==> config.mk <==
export PLATFORM = sky130hd
export DESIGN_NAME = traffic_phase_fsm
export DESIGN_NICKNAME = d
export VERILOG_FILES = /design/src/rtl/traffic_pkg.sv /design/src/rtl/phase_light_decode.sv /design/src/rtl/traffic_phase_fsm.sv
export SDC_FILE = /design/constraint.sdc
export NUM_CORES = 1
export LEC_CHECK = 0
export CAP_MARGIN = 40
export CORE_MARGIN = 1.5
export CORE_UTILIZATION = 40
export DETAILED_ROUTE_END_ITERATION = 8
export DONT_BUFFER_PORTS = 1
export PLACE_DENSITY = 0.59
export SETUP_SLACK_MARGIN = 0.1
export SYNTH_ARGS = -nofsm -noshare
export SYNTH_HDL_FRONTEND = slang
export SYNTH_SLANG_ARGS = --single-unit
==> constraint.sdc <==
create_clock -name clk -period 2.05 [get_ports clk]
set_clock_uncertainty 0.2 [all_clocks]
set_input_delay 0.3075 -clock clk [delete_from_list [all_inputs] [get_ports clk]]
set_output_delay 0.3075 -clock clk [all_outputs]
set_load 0.1 [all_outputs]
==> src/rtl/traffic_pkg.sv <==
// Shared encodings for the intersection phase sequencer: phase codes, light patterns
// and default phase durations in seconds.
package traffic_pkg;

  typedef logic [2:0] phase_t;
  typedef logic [2:0] light_t;

  localparam phase_t MAIN_GREEN  = 3'd0;
  localparam phase_t MAIN_YELLOW = 3'd1;
  localparam phase_t ALL_RED_A   = 3'd2;
  localparam phase_t SIDE_GREEN  = 3'd3;
  localparam phase_t SIDE_YELLOW = 3'd4;
  localparam phase_t ALL_RED_B   = 3'd5;

  // Light vectors are {R,Y,G}
  localparam light_t RED = 3'b100;
  localparam light_t YEL = 3'b010;
  localparam light_t GRN = 3'b001;

  localparam int unsigned DEF_T_MAIN_MIN   = 20;
  localparam int unsigned DEF_T_MAIN_MAX   = 45;
  localparam int unsigned DEF_T_YELLOW     = 4;
  localparam int unsigned DEF_T_ALL_RED    = 2;
  localparam int unsigned DEF_T_SIDE_GREEN = 15;

endpackage

==> src/rtl/phase_light_decode.sv <==
// Combinational phase -> light decode; any code outside the six legal phases shows
// red on both roads.
module phase_light_decode
  import traffic_pkg::*;
(
  input  logic [2:0] phase,
  output logic [2:0] main_light,
  output logic [2:0] side_light
);

  always_comb begin
    main_light = RED;
    side_light = RED;
    case (phase)
      MAIN_GREEN:  main_light = GRN;
      MAIN_YELLOW: main_light = YEL;
      SIDE_GREEN:  side_light = GRN;
      SIDE_YELLOW: side_light = YEL;
      default: begin
        main_light = RED;
        side_light = RED;
      end
    endcase
  end

endmodule

==> src/rtl/traffic_phase_fsm.sv <==
// Two-road phase sequencer closing a timing loop with an external one-second counter:
// it reads elapsed seconds on count and pulses reset_count on every phase change.
module traffic_phase_fsm
  import traffic_pkg::*;
#(
  parameter int unsigned T_MAIN_MIN   = DEF_T_MAIN_MIN,
  parameter int unsigned T_MAIN_MAX   = DEF_T_MAIN_MAX,
  parameter int unsigned T_YELLOW     = DEF_T_YELLOW,
  parameter int unsigned T_ALL_RED    = DEF_T_ALL_RED,
  parameter int unsigned T_SIDE_GREEN = DEF_T_SIDE_GREEN
) (
  input  logic       clk,
  input  logic       reset,
  input  logic [5:0] count,
  input  logic       side_req,
  output logic       reset_count,
  output logic [2:0] main_light,
  output logic [2:0] side_light,
  output logic [2:0] phase
);

  localparam logic [5:0] TH_MAIN_MIN   = 6'(T_MAIN_MIN);
  localparam logic [5:0] TH_MAIN_MAX   = 6'(T_MAIN_MAX);
  localparam logic [5:0] TH_YELLOW     = 6'(T_YELLOW);
  localparam logic [5:0] TH_ALL_RED    = 6'(T_ALL_RED);
  localparam logic [5:0] TH_SIDE_GREEN = 6'(T_SIDE_GREEN);

  logic [2:0] phase_q, phase_d, next_phase;
  logic       reset_count_q, reset_count_d;
  logic       armed_q, armed_d;
  logic       req_q, req_d;
  logic [2:0] main_light_q, main_light_d;
  logic [2:0] side_light_q, side_light_d;
  logic       expired;
  logic       illegal;

  always_comb begin
    phase_d       = phase_q;
    reset_count_d = 1'b0;
    armed_d       = armed_q;
    req_d         = req_q | side_req;
    next_phase    = phase_q;
    expired       = 1'b0;
    illegal       = 1'b0;

    // Arm only once the counter is seen cleared, so stale counts cannot retrigger
    if (!reset_count_q && (count == 6'd0)) armed_d = 1'b1;

    case (phase_q)
      MAIN_GREEN: begin
        next_phase = MAIN_YELLOW;
        expired    = (req_q && (count >= TH_MAIN_MIN)) || (count >= TH_MAIN_MAX);
      end
      MAIN_YELLOW: begin
        next_phase = ALL_RED_A;
        expired    = (count >= TH_YELLOW);
      end
      ALL_RED_A: begin
        next_phase = SIDE_GREEN;
        expired    = (count >= TH_ALL_RED);
      end
      SIDE_GREEN: begin
        next_phase = SIDE_YELLOW;
        expired    = (count >= TH_SIDE_GREEN);
      end
      SIDE_YELLOW: begin
        next_phase = ALL_RED_B;
        expired    = (count >= TH_YELLOW);
      end
      ALL_RED_B: begin
        next_phase = MAIN_GREEN;
        expired    = (count >= TH_ALL_RED);
      end
      default: begin
        next_phase = ALL_RED_B;
        illegal    = 1'b1;
      end
    endcase

    if ((armed_q && expired) || illegal) begin
      phase_d       = next_phase;
      reset_count_d = 1'b1;
      armed_d       = 1'b0;
    end

    // A request arriving on the very edge that serves the side road is kept
    if ((phase_d == SIDE_GREEN) && (phase_q != SIDE_GREEN)) req_d = side_req;
  end

  phase_light_decode u_decode (
    .phase      (phase_d),
    .main_light (main_light_d),
    .side_light (side_light_d)
  );

  always_ff @(posedge clk) begin
    if (reset) begin
      phase_q       <= ALL_RED_B;
      reset_count_q <= 1'b1;
      armed_q       <= 1'b0;
      req_q         <= 1'b0;
      main_light_q  <= RED;
      side_light_q  <= RED;
    end else begin
      phase_q       <= phase_d;
      reset_count_q <= reset_count_d;
      armed_q       <= armed_d;
      req_q         <= req_d;
      main_light_q  <= main_light_d;
      side_light_q  <= side_light_d;
    end
  end

  assign phase       = phase_q;
  assign reset_count = reset_count_q;
  assign main_light  = main_light_q;
  assign side_light  = side_light_q;

endmodule

==> impl_summary.md <==
Final layout
The count of antenna diodes in the layout is 0. The final layout contains 89 nets. The library cells used most frequently in the layout, excluding fill and tap cells, are sky130_fd_sc_hd__buf_4, sky130_fd_sc_hd__nor2_1, sky130_fd_sc_hd__dfxtp_1. Of the cells placed in the final design, the portion with a size suffix greater than 1 is 0.304. The most common cell after layout, fill and taps aside is sky130_fd_sc_hd__buf_4. From synthesis to final layout, the design area changed by 20.0%.

Power and ir drop
For this design the static power due to leakage is 0.000280 uW. The internal power consumption is 354 uW. Power spread over the standard cell area amounts to about 610 mW/mm^2. The net switching power is 113 uW. The logic gate share of total power is 0.085. Of the total power, the clock network draws 0.410. VDD sags by at most approximately 0.34 mV. The switching power share of the total is 0.242. The share of total power dissipated in sequential elements is 0.505.

Worst setup path
The kind of launch point of the worst setup path is a register. The critical path goes through nand2b_1, a311oi_2, a221o_4, mux2i_1. The worst register-to-register path begins at phase[2]. The setup slack of the most critical reg-to-reg path is 250 ps. The slowest cell on the critical path is sky130_fd_sc_hd__a311oi_2.

Counting cells, the worst reg-to-reg path comes to 4. STA classifies the critical path endpoint as a register. For the worst setup path, the data arrival time is 1810 ps. The worst register-to-register path ends at phase[0]. The peak per-stage delay on the critical path is 410 ps. The data required time at the worst endpoint is ~2100 ps. In this run the worst path has a maximum fanout of 7. The critical path is of the reg -> reg type.

Logic synthesis
Of the post-synthesis cell area, the dominant cell type holds 0.374. After synthesis, the cell types taking the most area are sky130_fd_sc_hd__dfxtp_1, sky130_fd_sc_hd__nor2_1, sky130_fd_sc_hd__a2111oi_4. The post-synthesis instance area is between 600 and 700 sq um.

Yosys mapped the design onto 33 distinct sky130hd cell types. The biggest area contributor in the post-synthesis netlist is sky130_fd_sc_hd__dfxtp_1. The warning count from the yosys run is 0. The number of instances in the synthesized netlist is 69. The number of storage elements in the synthesis netlist is 12. The synthesized netlist net count is 78.

The post-synthesis average cell area is slightly above 9 sq um. Of the synthesized area, sequential elements account for 0.374.

Route
The first routing iteration left 6 violations. The number of design rule violations left after detail routing is 0. The first detailed-routing pass ran for 4 iterations. In the final routed layout, each cell accounts on average for ~15 um.

The total number of vias is 563. The wire length after detailed routing is 1.42 mm. After detailed routing, the number of vias per cell comes to 5.93. In this run the remaining antenna-violating nets after routing total 0.

Status
The run finished with clean final reports.

STA
In this run the tightest slew margin relative to its limit is 0.709. The worst path meets setup with 245 ps of slack. The final cycle utilization of the critical path is 0.880. The hold violation total from the final report was 0. The upper clock frequency limit is between 0.5 and 0.6 GHz. The clock period could shrink to 1800 ps.

The number of slew-limit violations in the final report is 0. The number of setup violations in the final report is 0. The transition at the pin with the smallest max-transition slack is 436 ps. Setup repair after global routing left no endpoint under its margin.

The final-layout setup total negative slack is 0 ps.

Die
The full die area is 0.00186 sq mm. The die is around 43 um wide. The total area inside the core boundary comes to 0.00151 sq mm. The number of placement rows is 14. The number of placed I/O pins is 19. The initial core utilization is 0.427. Measured along the y axis, the die boundary spans 43.1 um.

Clocking
The deepest clock path buffer count is 2. The clock slew at the register clock pins of the worst setup and hold paths is roughly 80 ps. The post-CTS repair timing setup buffer count is 0. The CTS root buffer is sky130_fd_sc_hd__clkbuf_4. For this design, the sink count on the clock tree is 12.

TritonCTS built the clock tree. The number of hold-repair buffers added at the cts stage is 1. Buffers inserted during clock tree synthesis total 3. The later pin in the worst-skew pair is clocked with a latency of 280 ps. The maximum level of the CTS H-tree is 1. Gates resized during post-CTS repair numbered 0.

Min path
In this run the worst hold path is classified as in -> reg. The startpoint identified for the worst hold timing path is reset. The cell count of the worst hold path is 2. For hold timing, the worst endpoint is side_light[0].

Global route
Summed over all layers, the global routing overflow is 0. The initial antenna violation count is 0. The first-pass GRT wire length is 2.50 mm. The number of global-route vias before repair is between 500 and 600. In the global route stage, overall resource usage came out at 0.185.

The largest net degree at the start of global routing is 18.

Placement
The count of buffers inserted at the top-level ports is 0. The worst slack at placement is 171 ps. The congestion estimate from routability-driven global placement came to 0.738. The placed wire-length estimate after detailed placement is approximately 1000 um.

Flow run
The max-cap violation count is 0.
-- registers in the layout (all words and copies together) (netlist names) --
register,count
armed_q,1
main_light,3
phase,3
req_q,1
reset_count,1
side_light,3
-- per-layer routing --
metal / track usage / wire (um) / share of wire / up-vias
met3: 0.0723 / 93 / 0.066 / 4
li1: - / - / - / 277
met4: 0.0727 / 31 / 0.022 / 0
met2: 0.287 / 683 / 0.48 / 15
met5: 0 / 0 / 0 / -
met1: 0.228 / 610 / 0.43 / 267
-- metrics by stage --
step | utilization | total power, uW | instance area (sq um) | instances | hold slack (ps)
2_1_floorplan | - | 274 | 656 | 69 | 272
3_3_place_gp | 0.482 | 277 | 726 | 90 | 178
3_5_place_dp | 0.482 | 277 | 726 | 90 | 176
4_1_cts | 0.512 | 471 | 772 | 95 | 4.90
5_1_grt | 0.512 | 485 | 772 | 95 | 8.37
6_report | 0.512 | 467 | 772 | 95 | 6.83
-- power groups by stage --
stage	registers, uW	logic [uW]	clock network, uW
after detailed placement	241	35.6	0
after global placement	241	35.2	0
after global routing	237	43.0	205
after floorplan	254	20.0	0
final	236	39.8	191
after CTS	236	39.9	195
-- area by class of cell --
type	count	area, sq um
timing repair buffer	11	85.1
fill	149	734
inverter	1	3.75
multi-input combinational	51	375
clock buffer	4	36.3
sequential	12	251
tap	16	20.0
-- worst max-delay path, delay by kind of cell, from the launching register on --
family           cells  cell delay [ps]
AO/OA/AOI/OAI        2              740
flip-flops           1              380
AND/OR/NAND/NOR      1              220
multiplexers         1              190
-- logic make-up (layout without fill, tap and decap cells) --
logic type             count (synthesis)  after routing  share of synthesized area
multiplexers                           1              1                     0.0156
flip-flops                            12             12                      0.374
buffers and inverters                  6             16                     0.0428
AO/OA/AOI/OAI                         24             24                      0.327
AND/OR/NAND/NOR                       26             26                      0.241
-- synthesized netlist by cell type --
| cell type | instances |
|---|---|
| sky130_fd_sc_hd__a211oi_1 | 2 |
| sky130_fd_sc_hd__o2111ai_1 | 1 |
| sky130_fd_sc_hd__nor2b_1 | 1 |
| sky130_fd_sc_hd__or2_1 | 1 |
| sky130_fd_sc_hd__a21oi_1 | 5 |
| sky130_fd_sc_hd__a311oi_2 | 1 |
| sky130_fd_sc_hd__nor3b_4 | 1 |
| sky130_fd_sc_hd__buf_2 | 1 |
| sky130_fd_sc_hd__a22oi_1 | 1 |
| sky130_fd_sc_hd__o21ai_0 | 2 |
| sky130_fd_sc_hd__mux2i_1 | 1 |
| sky130_fd_sc_hd__a211oi_2 | 1 |
| sky130_fd_sc_hd__buf_4 | 1 |
| sky130_fd_sc_hd__clkbuf_1 | 3 |
| sky130_fd_sc_hd__nor3_1 | 4 |
| sky130_fd_sc_hd__nand3b_1 | 1 |
| sky130_fd_sc_hd__a21boi_1 | 1 |
| sky130_fd_sc_hd__dfxtp_1 | 12 |
| sky130_fd_sc_hd__a2111oi_4 | 1 |
| sky130_fd_sc_hd__nand2_1 | 3 |
| sky130_fd_sc_hd__nand2b_1 | 3 |
| sky130_fd_sc_hd__nand3_1 | 1 |
| sky130_fd_sc_hd__nand4_1 | 1 |
| sky130_fd_sc_hd__a221o_4 | 1 |
| sky130_fd_sc_hd__nor2_1 | 9 |
| sky130_fd_sc_hd__inv_2 | 1 |
| sky130_fd_sc_hd__o21bai_1 | 1 |
| sky130_fd_sc_hd__o211ai_1 | 1 |
| sky130_fd_sc_hd__o21ai_1 | 2 |
| sky130_fd_sc_hd__o211a_1 | 2 |
| sky130_fd_sc_hd__nor4_4 | 1 |
| sky130_fd_sc_hd__o22ai_1 | 1 |
| sky130_fd_sc_hd__a211o_1 | 1 |
-- worst max path at each step --
stage	from	to	slack [ps]	cells past startpoint
6_report	phase[2]	phase[0]	250	4
5_1_grt	phase[1]	phase[0]	130	4
4_1_cts	phase[2]	phase[0]	240	4
3_5_place_dp	count[5]	armed_q	170	5
3_3_place_gp	count[5]	armed_q	220	5
2_1_floorplan	phase[1]	phase[0]	120	5
No activity file was read; power rests on OpenSTA's default activity.
